--- src/rtl/motion_step_gen_pkg.sv ---
// Shared types and constants for the two-axis step/direction generator.
package motion_step_gen_pkg;

  typedef enum logic [1:0] {
    IDLE  = 2'd0,
    SETUP = 2'd1,
    PULSE = 2'd2,
    GAP   = 2'd3
  } axisState_t;

  localparam int unsigned SPEED_MAX = 15;

  localparam logic DIR_POS = 1'b1;
  localparam logic DIR_NEG = 1'b0;

  // Clamp a raw register-file speed word to the 4-bit speed range.
  function automatic logic [3:0] satSpeed(input logic [31:0] speed);
    return (speed > 32'(SPEED_MAX)) ? 4'(SPEED_MAX) : speed[3:0];
  endfunction

endpackage

--- src/rtl/motion_step_gen_if.sv ---
// Register-file side inputs and STEP/DIR/position outputs of the motion block.
interface motion_step_gen_if #(
  parameter int unsigned POS_W = 16
);
  logic [31:0]             xSpeed;
  logic [31:0]             xDirection;
  logic [31:0]             ySpeed;
  logic [31:0]             yDirection;
  logic                    pos_clear;
  logic                    x_step;
  logic                    x_dir;
  logic signed [POS_W-1:0] x_pos;
  logic                    x_limit;
  logic                    y_step;
  logic                    y_dir;
  logic signed [POS_W-1:0] y_pos;
  logic                    y_limit;

  modport master (
    output xSpeed, xDirection, ySpeed, yDirection, pos_clear,
    input  x_step, x_dir, x_pos, x_limit, y_step, y_dir, y_pos, y_limit
  );

  modport slave (
    input  xSpeed, xDirection, ySpeed, yDirection, pos_clear,
    output x_step, x_dir, x_pos, x_limit, y_step, y_dir, y_pos, y_limit
  );
endinterface

--- src/rtl/motion_step_gen_axis.sv ---
// One axis: speed/direction sampling, step FSM with shared countdown, and
// a saturating signed position counter.
module step_axis
  import motion_step_gen_pkg::*;
#(
  parameter int unsigned PERIOD_UNIT = 1000,
  parameter int unsigned PULSE_W     = 50,
  parameter int unsigned DIR_SETUP   = 100,
  parameter int unsigned POS_W       = 16
) (
  input  logic                    clock,
  input  logic                    ctrl_reset,
  input  logic [31:0]             speed,
  input  logic [31:0]             direction,
  input  logic                    posClear,
  output logic                    step,
  output logic                    dir,
  output logic signed [POS_W-1:0] pos,
  output logic                    limit
);

  localparam int unsigned CNT_W = $clog2(PERIOD_UNIT * (SPEED_MAX + 1) + DIR_SETUP + 1);
  localparam logic signed [POS_W-1:0] POS_HI = POS_W'((1 << (POS_W - 1)) - 1);
  localparam logic signed [POS_W-1:0] POS_LO = -POS_HI;

  logic [3:0]              spdReg;
  logic                    dirReg;
  axisState_t              state, stateNext;
  logic [CNT_W-1:0]        cnt, cntNext;
  logic [CNT_W-1:0]        period, periodNext;
  logic                    stepNext, dirNext, limitNext;
  logic signed [POS_W-1:0] posNext;
  logic                    decide, attempt, atBound;

  logic unusedDirHi;
  assign unusedDirHi = ^direction[31:1];

  assign atBound = (dir == DIR_POS) ? (pos == POS_HI) : (pos == POS_LO);

  // Input sample, FSM state and all registered outputs.
  always_ff @(posedge clock or negedge ctrl_reset) begin
    if (!ctrl_reset) begin
      spdReg <= '0;
      dirReg <= 1'b0;
      state  <= IDLE;
      cnt    <= '0;
      period <= '0;
      step   <= 1'b0;
      dir    <= DIR_NEG;
      pos    <= '0;
      limit  <= 1'b0;
    end else begin
      spdReg <= satSpeed(speed);
      dirReg <= direction[0];
      state  <= stateNext;
      cnt    <= cntNext;
      period <= periodNext;
      step   <= stepNext;
      dir    <= dirNext;
      pos    <= posNext;
      limit  <= limitNext;
    end
  end

  // Next-state logic: decision points feed a common step-attempt path.
  always_comb begin
    stateNext  = state;
    cntNext    = cnt;
    periodNext = period;
    stepNext   = step;
    dirNext    = dir;
    posNext    = pos;
    limitNext  = limit;
    decide     = 1'b0;
    attempt    = 1'b0;

    case (state)
      IDLE:  decide = 1'b1;
      SETUP: begin
        if (cnt == '0) attempt = 1'b1;
        else           cntNext = cnt - CNT_W'(1);
      end
      PULSE: begin
        if (cnt == '0) begin
          stateNext = GAP;
          stepNext  = 1'b0;
          cntNext   = period - CNT_W'(PULSE_W + 1);
        end else begin
          cntNext = cnt - CNT_W'(1);
        end
      end
      GAP: begin
        if (cnt == '0) decide = 1'b1;
        else           cntNext = cnt - CNT_W'(1);
      end
      default: stateNext = IDLE;
    endcase

    if (decide) begin
      if (spdReg == '0) begin
        stateNext = IDLE;
      end else if (dirReg != dir) begin
        dirNext   = dirReg;
        cntNext   = CNT_W'(DIR_SETUP - 1);
        stateNext = SETUP;
      end else begin
        attempt = 1'b1;
      end
    end

    // A blocked step parks the axis in IDLE with the limit flag raised.
    if (attempt) begin
      if (atBound) begin
        limitNext = 1'b1;
        stateNext = IDLE;
      end else begin
        stateNext  = PULSE;
        stepNext   = 1'b1;
        cntNext    = CNT_W'(PULSE_W - 1);
        posNext    = (dir == DIR_POS) ? pos + POS_W'(1) : pos - POS_W'(1);
        limitNext  = 1'b0;
        periodNext = CNT_W'(PERIOD_UNIT * (SPEED_MAX + 1 - 32'(spdReg)));
      end
    end

    if (posClear) begin
      posNext   = '0;
      limitNext = 1'b0;
    end
  end

endmodule

--- src/rtl/motion_step_gen.sv ---
// Two-axis STEP/DIR generator; each axis is an independent step_axis instance.
module motion_step_gen #(
  parameter int unsigned PERIOD_UNIT = 1000,
  parameter int unsigned PULSE_W     = 50,
  parameter int unsigned DIR_SETUP   = 100,
  parameter int unsigned POS_W       = 16
) (
  input logic               clock,
  input logic               ctrl_reset,
  motion_step_gen_if.slave  bus
);

  step_axis #(
    .PERIOD_UNIT(PERIOD_UNIT), .PULSE_W(PULSE_W), .DIR_SETUP(DIR_SETUP), .POS_W(POS_W)
  ) xAxis (
    .clock      (clock),
    .ctrl_reset (ctrl_reset),
    .speed      (bus.xSpeed),
    .direction  (bus.xDirection),
    .posClear   (bus.pos_clear),
    .step       (bus.x_step),
    .dir        (bus.x_dir),
    .pos        (bus.x_pos),
    .limit      (bus.x_limit)
  );

  step_axis #(
    .PERIOD_UNIT(PERIOD_UNIT), .PULSE_W(PULSE_W), .DIR_SETUP(DIR_SETUP), .POS_W(POS_W)
  ) yAxis (
    .clock      (clock),
    .ctrl_reset (ctrl_reset),
    .speed      (bus.ySpeed),
    .direction  (bus.yDirection),
    .posClear   (bus.pos_clear),
    .step       (bus.y_step),
    .dir        (bus.y_dir),
    .pos        (bus.y_pos),
    .limit      (bus.y_limit)
  );

endmodule

--- src/flat_wrapper.sv ---
// flat-port wrapper written by rule: the top's interface ports become plain ports
module motion_step_gen_flat 
#(
  parameter int unsigned PERIOD_UNIT = 1000,
  parameter int unsigned PULSE_W     = 50,
  parameter int unsigned DIR_SETUP   = 100,
  parameter int unsigned POS_W       = 16
)
  (clock, ctrl_reset, bus_xSpeed, bus_xDirection, bus_ySpeed, bus_yDirection, bus_pos_clear, bus_x_step, bus_x_dir, bus_x_pos, bus_x_limit, bus_y_step, bus_y_dir, bus_y_pos, bus_y_limit);
  motion_step_gen_if #(.POS_W(POS_W)) bus_i ();
  input logic clock;
  input logic ctrl_reset;
  input wire logic [$bits(bus_i.xSpeed)-1:0] bus_xSpeed;
  input wire logic [$bits(bus_i.xDirection)-1:0] bus_xDirection;
  input wire logic [$bits(bus_i.ySpeed)-1:0] bus_ySpeed;
  input wire logic [$bits(bus_i.yDirection)-1:0] bus_yDirection;
  input wire logic [$bits(bus_i.pos_clear)-1:0] bus_pos_clear;
  output wire logic [$bits(bus_i.x_step)-1:0] bus_x_step;
  output wire logic [$bits(bus_i.x_dir)-1:0] bus_x_dir;
  output wire logic [$bits(bus_i.x_pos)-1:0] bus_x_pos;
  output wire logic [$bits(bus_i.x_limit)-1:0] bus_x_limit;
  output wire logic [$bits(bus_i.y_step)-1:0] bus_y_step;
  output wire logic [$bits(bus_i.y_dir)-1:0] bus_y_dir;
  output wire logic [$bits(bus_i.y_pos)-1:0] bus_y_pos;
  output wire logic [$bits(bus_i.y_limit)-1:0] bus_y_limit;
  assign bus_i.xSpeed = bus_xSpeed;
  assign bus_i.xDirection = bus_xDirection;
  assign bus_i.ySpeed = bus_ySpeed;
  assign bus_i.yDirection = bus_yDirection;
  assign bus_i.pos_clear = bus_pos_clear;
  assign bus_x_step = bus_i.x_step;
  assign bus_x_dir = bus_i.x_dir;
  assign bus_x_pos = bus_i.x_pos;
  assign bus_x_limit = bus_i.x_limit;
  assign bus_y_step = bus_i.y_step;
  assign bus_y_dir = bus_i.y_dir;
  assign bus_y_pos = bus_i.y_pos;
  assign bus_y_limit = bus_i.y_limit;
  motion_step_gen #(.PERIOD_UNIT(PERIOD_UNIT), .PULSE_W(PULSE_W), .DIR_SETUP(DIR_SETUP), .POS_W(POS_W)) u_core (.clock(clock), .ctrl_reset(ctrl_reset), .bus(bus_i));
endmodule
--- config.mk ---
export PLATFORM = sky130hd
export DESIGN_NAME = motion_step_gen_flat
export DESIGN_NICKNAME = d
export VERILOG_FILES = /design/src/rtl/motion_step_gen_pkg.sv /design/src/rtl/motion_step_gen_if.sv /design/src/rtl/motion_step_gen_axis.sv /design/src/rtl/motion_step_gen.sv /design/src/flat_wrapper.sv
export SDC_FILE = /design/constraint.sdc
export NUM_CORES = 1
export LEC_CHECK = 0
export ABC_AREA = 1
export BUFFER_PORTS_ARGS = -buffer_cell sky130_fd_sc_hd__buf_4
export CAP_MARGIN = 20
export CORE_ASPECT_RATIO = 2
export CORE_MARGIN = 2
export CORE_UTILIZATION = 58
export CTS_BUF_LIST = sky130_fd_sc_hd__clkbuf_8 sky130_fd_sc_hd__clkbuf_16
export DETAILED_ROUTE_END_ITERATION = 8
export PLACE_DENSITY = 0.82
export SLEW_MARGIN = 30
export SYNTH_ARGS = -nofsm -noshare
export SYNTH_HDL_FRONTEND = slang
export SYNTH_HIERARCHICAL = 1
export SYNTH_SLANG_ARGS = --single-unit
--- constraint.sdc ---
create_clock -name clock -period 5.1 [get_ports clock]
set_input_delay 1.02 -clock clock [delete_from_list [all_inputs] [get_ports clock]]
set_output_delay 1.02 -clock clock [all_outputs]
set_load 0.05 [all_outputs]
# --- After elaboration in Yosys (flattened, before gate mapping) ---
# Cells that the tools add are included.
op_classes:
  n_mul: 2
  magnitude_cmp: 2
  n_bitwise: 4
  mux: 68
  addsub: 10
  eq_ne: 14
  reduce_logical: 16
ops:
  columns: ["operator", "n"]
  rows:
  - ["2-to-1 mux 14 bit", 14]
  - ["2-to-1 mux 16 bit", 8]
  - ["equality test 16 bit, second input constant", 4]
  - ["> comparator 32 x 4 -> 1 bit, second input constant", 2]
  - ["multiplier 7 x 32 -> 11 bit, first input constant", 2]
  - ["case mux 14 bit (2 select lines)", 2]
  - ["adder 16 x 2 -> 16 bit, second input constant", 2]
  - ["subtractor 16 x 2 -> 16 bit, second input constant", 2]
  - ["logical NOT 14 bit", 2]
  - ["2-to-1 mux 2 bit", 14]
  - ["subtractor 14 x 1 -> 14 bit, second input constant", 2]
  - ["subtractor 14 x 6 -> 14 bit, second input constant", 2]
  - ["2-to-1 mux 1 bit", 26]
  - ["subtractor 5 x 4 -> 6 bit, first input constant", 2]
  - ["equality test 2 bit, second input constant", 4]
  - ["logical NOT 4 bit", 2]
  - ["2-to-1 mux 4 bit", 2]
  - ["AND reduction 2 bit", 4]
  - ["AND reduction 3 bit", 2]
  - ["equality test 2 x 1 -> 1 bit, second input constant", 2]
  - ["logical NOT 2 bit", 2]
  - ["!= test 2 bit, second input constant", 2]
  - ["NOT 1 bit", 4]
  - ["case mux 1 bit (2 select lines)", 2]
  - ["3 further kinds", 6]
word_totals:
  input_bits: 131
  output_inout_bits: 38
  wordCells: 134
  regBits: 102

# --- Logic depth before layout (Yosys ltp) ---
depth:
  word_depth: 8
  ltp_mapped: 23
  ltp_nobuf: 23

# --- Cells and area by module ---
# Netlist, hierarchy kept.
modules_own_cells:
  columns: ["module", "n_inst", "area_per_inst_um2", "cells_each"]
  rows:
  - ["step_axis (u_core.yAxis)", 1, 4957.3, 728]
  - ["step_axis (u_core.xAxis)", 1, 4902.2, 701]

# --- Worst setup path after synthesis ---
# Ideal clock, no wire load.
synth_path:
  path_kind: "flip-flop to flip-flop"
  startpoint: "register u_core.yAxis.spdReg[0]"
  endpoint: "register u_core.yAxis.period[10]"
  path_slack_ns: 1.160
  stages_incl_launch_ff: 16
  required_time_ns: 4.979
  setup_time_ns: 0.121
  arrival_time_ns: 3.819
  path_cell_list: "dfrtp_1 inv_1 ha_1 inv_1 nor3_1 ha_1 fa_1 inv_1 fa_1 ha_1 ha_1 inv_1 o21ai_0 a31oi_1 xor2_1 o21ai_2"
synth_via:
  elab_chain_cells: 4
  word_cells_on_any_way: 6
  classes_between: "1 x add/sub; 1 x mul; 2 x mux; 2 x reduce/logical"
synth_rtl:
  columns: ["element", "line", "source"]
  rows:
  - ["start: declaration", "motion_step_gen_axis.sv:26", "logic [3:0] spdReg;"]
  - ["start signal: assignment", "motion_step_gen_axis.sv:53", "spdReg <= satSpeed(speed);"]
  - ["parallel branches: the longest is 4 deep, another holds multiplier 7 x 32 -> 11 bit", null, null]
  - ["end signal: assignment", "motion_step_gen_axis.sv:57", "period <= periodNext;"]
  - ["end: declaration", "motion_step_gen_axis.sv:30", "logic [CNT_W-1:0] period, periodNext;"]
# Several ways; the timed one is not identified.
# A chain may end at the register's enable or synchronous reset.

# --- Worst setup path after layout ---
layout_path:
  startpoint: "register u_core.yAxis.spdReg[0]"
  endpoint: "register u_core.yAxis.period[12]"
# The elaborated chain is that of the path after synthesis.

==> results.md <==
- The number of antenna violations at the first check in global routing is 1.
- The required time of the critical path is around 5300 ps.
- The synthesized netlist net count is ~1,700.
- Entering global routing, the biggest net connects 73 pins.
- The DRC violation total after the first TritonRoute iteration is 533.
- The total area inside the core boundary comes to approximately 17,000 um^2.
- The effective utilization at floorplan is 0.591.
- In this run the horizontal extent of the chip is between 90 and 100 um.
- The TritonCTS clock tree is yes.
- The die height is between 150 and 200 um.
- The clock period could shrink to 4190 ps.
- The clock passes through at most 2 buffers.
- The post-detailed-route count of antenna-violating nets is 0.
- The first detailed-routing pass ran for 7 iterations.
- The number of endpoints failing setup at the final stage is 0.
- The maximum resistive drop on vdd is roughly 0.00043 V.
- The number of storage elements in the synthesis netlist is 102.
- The site row count is 67.
- The H-tree was split into 3 levels.
- The tightest min-delay check is of the reg2reg type.
- In the synthesized netlist, the number of instances is 1,429.
- The count of buffers added on input and output ports is about 110.
- The cell total after placement is 1,720.
- The routed design has 26,700 um of wire.
- The number of max-slew violations in the final report is 0.
- The total setup buffers inserted after CTS is 0.
- After synthesis, the cell types taking the most area are sky130_fd_sc_hd__dfrtp_1 26%, sky130_fd_sc_hd__nand2_1 16%, sky130_fd_sc_hd__ha_1 12%, sky130_fd_sc_hd__inv_1 8.6%, sky130_fd_sc_hd__nand3_1 7.5%.
- The routed layout has about 9,700 vias.
- The finished layout holds ~1,700 standard cells, fillers aside.
- For this run, design rule violations remaining after detail routing come to 0.
- The final clock period utilization by the worst path is 0.821.
- The Yosys step of the flow raised 6 warnings.
- The number of placed I/O pins is about 170.
- Global routing finished with a remaining overflow of 0.
- A synthesized cell averages about 6.9 um^2.
- In this run the worst path has a maximum fanout of 5.
- The flow ran to the end, and the final reports show no timing, DRC or antenna violations.
- The via count of the first global-routing pass is 9,771.
- The all-layer global routing usage is 0.306.
- The endpoint arrival time on the critical path is 4410 ps.
- The share of synthesized area in the top cell type comes to 0.259.
- The HPWL after detailed placement is roughly 21,000 um.
- The critical path launch point type is a flip-flop.
- The critical path is of the reg2reg type.
- The clock input transition at the sequential cells of the worst setup and hold paths is roughly 70 ps.
- At the end of routability-driven placement, the weighted congestion stood at about 1.
- Setup repair after global routing left no endpoint under its margin.
- Hold repair after CTS inserted 0 buffers.
- The cell area that synthesis handed to floorplanning was 9860 um^2.
- The worst setup path is captured at a flip-flop.
- The count of max-cap constraint violations is 0.
- The first global-routing pass estimated 43,700 um of wire.
- The sequential share of the synthesized area is 0.259.
- Summed over all instances, the cell type with the most area after synthesis is sky130_fd_sc_hd__dfrtp_1.
- At the later pin of the worst-skew pair, clock insertion delay measures between 300 and 400 ps.
- The final number of hold-violating endpoints was 0.
- In this run the tightest slew margin relative to its limit is 0.470.
- The number of gates resized after CTS was 0.
- The layout overhead on the synthesized area is 12.4%.
- The count of nets after finishing is 1,769.
- The proportion of layout cells with a drive suffix above 1 is 0.118.
- After synthesis, the netlist uses between 40 and 50 different library cells.
- The clock net sink count is between 100 and 150.
- CTS placed an instance of sky130_fd_sc_hd__clkbuf_16 at the clock tree root.
- The setup total negative slack is 0 ps.
- For this run, the top clock speed supported by timing is between 200 and 250 MHz.
- Clock tree synthesis inserted a total of 9 buffers.
- The maximum clock skew at final layout is roughly 7.4 ps.
- The power density relative to cell area is around 610 nW/um^2.
- The leakage power total is between 6 and 7 nW.
- For the pin with the worst max-slew slack, the measured transition is approximately 800 ps.
- In the final routed layout, each cell accounts on average for about 15 um.
- In the routed layout, each cell is associated on average with a via count of about 5.6.
- Once layout is complete, the utilization of the core stands at 0.664.
- The die covers 18,100 um^2.
-- critical path: stages (launching register included) --
cell and delay, ps:
sky130_fd_sc_hd__dfrtp_1 430, sky130_fd_sc_hd__inv_1 130, sky130_fd_sc_hd__ha_1 240, sky130_fd_sc_hd__inv_1 90, sky130_fd_sc_hd__nand2_1 70, sky130_fd_sc_hd__nand2_1 170
sky130_fd_sc_hd__inv_1 110, sky130_fd_sc_hd__nand2_1 70, sky130_fd_sc_hd__nand2_1 90, sky130_fd_sc_hd__xnor2_1 180, sky130_fd_sc_hd__fa_1 540, sky130_fd_sc_hd__inv_1 60
sky130_fd_sc_hd__fa_1 540, sky130_fd_sc_hd__inv_1 40, sky130_fd_sc_hd__ha_1 300, sky130_fd_sc_hd__ha_1 380, sky130_fd_sc_hd__nand2_1 90, sky130_fd_sc_hd__inv_1 50
sky130_fd_sc_hd__nand4_1 60, sky130_fd_sc_hd__nand3_1 90, sky130_fd_sc_hd__xnor2_1 220, sky130_fd_sc_hd__o21ai_2 90
-- logic make-up (layout without fill, tap and decap cells) --
logic type,count (synthesis),after routing,synth area share
and+or+nand+nor,783,783,0.354
buffers and inverters,256,355,0.107
adders and majority gates,114,114,0.157
AOI/OAI and AO/OA,113,113,0.0690
DFF,102,102,0.259
xor gates and xnor gates,61,61,0.0542
other,0,1,0
-- stage by stage --
stage | area [um^2] | hold slack [ps] | setup slack (ps) | power (mW)
floorplan | 9860 | 471 | 1160 | 4.85
global placement | 10800 | 477 | 1110 | 5.76
detailed placement | 10800 | 479 | 1010 | 5.86
CTS | 11100 | 495 | 948 | 6.66
global route | 11100 | 519 | 666 | 7.32
finish | 11100 | 487 | 914 | 6.72
-- report_power, final --
| part | leakage (nW) | switching (mW) | total (mW) | internal [mW] |
|---|---|---|---|---|
| clock | 0.159 | 0.305 | 0.758 | 0.453 |
| combinational | 4.82 | 3.08 | 4.55 | 1.48 |
| sequential | 1.28 | 0.315 | 1.41 | 1.09 |
| total | 6.26 | 3.70 | 6.72 | 3.02 |
-- path summary, 6_finish.rpt --
path	from	to	slack [ps]	cells after the start
setup / recovery	u_core/yAxis/spdReg[0]	u_core/yAxis/period[12]	910	21
hold / removal	u_core/yAxis/step	u_core/yAxis/step	490	2
setup reg to reg	u_core/yAxis/spdReg[0]	u_core/yAxis/period[12]	910	21
hold reg to reg	u_core/yAxis/step	u_core/yAxis/step	490	2
max in group asynchronous	ctrl_reset	u_core/yAxis/cnt[10]	3520	2
min in group asynchronous	ctrl_reset	u_core/yAxis/cnt[13]	680	1
-- Yosys cell counts --
| cell type | n |
|---|---|
| sky130_fd_sc_hd__nand2_1 | 409 |
| sky130_fd_sc_hd__inv_1 | 227 |
| sky130_fd_sc_hd__nand3_1 | 147 |
| sky130_fd_sc_hd__nor2_1 | 113 |
| sky130_fd_sc_hd__dfrtp_1 | 102 |
| sky130_fd_sc_hd__ha_1 | 98 |
| sky130_fd_sc_hd__a21oi_1 | 39 |
| sky130_fd_sc_hd__nand4_1 | 39 |
| sky130_fd_sc_hd__o21ai_0 | 38 |
| sky130_fd_sc_hd__xor2_1 | 35 |
| sky130_fd_sc_hd__xnor2_1 | 26 |
| sky130_fd_sc_hd__fa_1 | 16 |
| sky130_fd_sc_hd__o21ai_2 | 16 |
| sky130_fd_sc_hd__nor4_1 | 13 |
| sky130_fd_sc_hd__nand2_2 | 12 |
| sky130_fd_sc_hd__nand3_2 | 10 |
| sky130_fd_sc_hd__nor3_1 | 10 |
| sky130_fd_sc_hd__and2_1 | 7 |
| sky130_fd_sc_hd__buf_2 | 7 |
| sky130_fd_sc_hd__clkbuf_1 | 7 |
| sky130_fd_sc_hd__buf_6 | 6 |
| sky130_fd_sc_hd__nor2_2 | 6 |
| sky130_fd_sc_hd__a21boi_0 | 4 |
| sky130_fd_sc_hd__buf_4 | 4 |
| sky130_fd_sc_hd__nand3b_1 | 4 |
| sky130_fd_sc_hd__nor2_4 | 4 |
| sky130_fd_sc_hd__o22ai_1 | 4 |
| sky130_fd_sc_hd__a22oi_1 | 3 |
| sky130_fd_sc_hd__o211ai_1 | 3 |
| sky130_fd_sc_hd__or2_2 | 3 |
| sky130_fd_sc_hd__a21oi_4 | 2 |
| sky130_fd_sc_hd__a31oi_1 | 2 |
| sky130_fd_sc_hd__clkinv_1 | 2 |
| sky130_fd_sc_hd__nand3_4 | 2 |
| sky130_fd_sc_hd__o21ai_1 | 2 |
| sky130_fd_sc_hd__or4_1 | 2 |
| sky130_fd_sc_hd__buf_12 | 1 |
| sky130_fd_sc_hd__buf_8 | 1 |
| sky130_fd_sc_hd__inv_2 | 1 |
| sky130_fd_sc_hd__nor3_2 | 1 |
| sky130_fd_sc_hd__nor3b_1 | 1 |
-- placed cells by master, fill, tap and decap left out, types with 4 or more instances in the layout --
cell type	count
sky130_fd_sc_hd__and2_1	7
sky130_fd_sc_hd__nor4_1	13
sky130_fd_sc_hd__a21oi_1	39
sky130_fd_sc_hd__nor2_4	4
sky130_fd_sc_hd__nand3_2	10
sky130_fd_sc_hd__inv_1	228
sky130_fd_sc_hd__o22ai_1	4
sky130_fd_sc_hd__xnor2_1	26
sky130_fd_sc_hd__buf_4	109
sky130_fd_sc_hd__nand2_1	409
sky130_fd_sc_hd__nor2_1	113
sky130_fd_sc_hd__dfrtp_1	102
sky130_fd_sc_hd__xor2_1	35
sky130_fd_sc_hd__o21ai_2	16
sky130_fd_sc_hd__a21boi_0	4
sky130_fd_sc_hd__nor2_2	6
sky130_fd_sc_hd__nand2_2	12
sky130_fd_sc_hd__ha_1	98
sky130_fd_sc_hd__o21ai_0	38
sky130_fd_sc_hd__fa_1	16
sky130_fd_sc_hd__nand4_1	39
sky130_fd_sc_hd__nand3b_1	4
sky130_fd_sc_hd__nand3_1	147
sky130_fd_sc_hd__clkbuf_16	9
sky130_fd_sc_hd__nor3_1	10
-- flip-flops by register name, indices dropped and copies added (netlist names), 2 cells and up --
register,flops
u_core/yAxis/spdReg,4
u_core/xAxis/period,11
u_core/xAxis/spdReg,4
u_core/xAxis/cnt,14
u_core/yAxis/pos,16
u_core/yAxis/period,11
u_core/xAxis/state,2
u_core/yAxis/cnt,14
u_core/xAxis/pos,16
u_core/yAxis/state,2
-- per-layer routing --
metal  part of all wire  global-route usage
met1               0.33               0.283
met2               0.55               0.565
met3              0.041              0.0500
met4              0.080               0.227
met5                  0                   0
-- cell type report --
type,count,area (um^2)
Fill cell,1491,5600
Timing Repair Buffer,110,830
Multi-Input combinational cell,1071,6250
Tap cell,207,259
Clock inverter,4,71.3
Clock buffer,11,253
Antenna cell,1,2.50
Sequential cell,102,2550
Inverter,230,863
No activity file was read; power rests on OpenSTA's default activity.
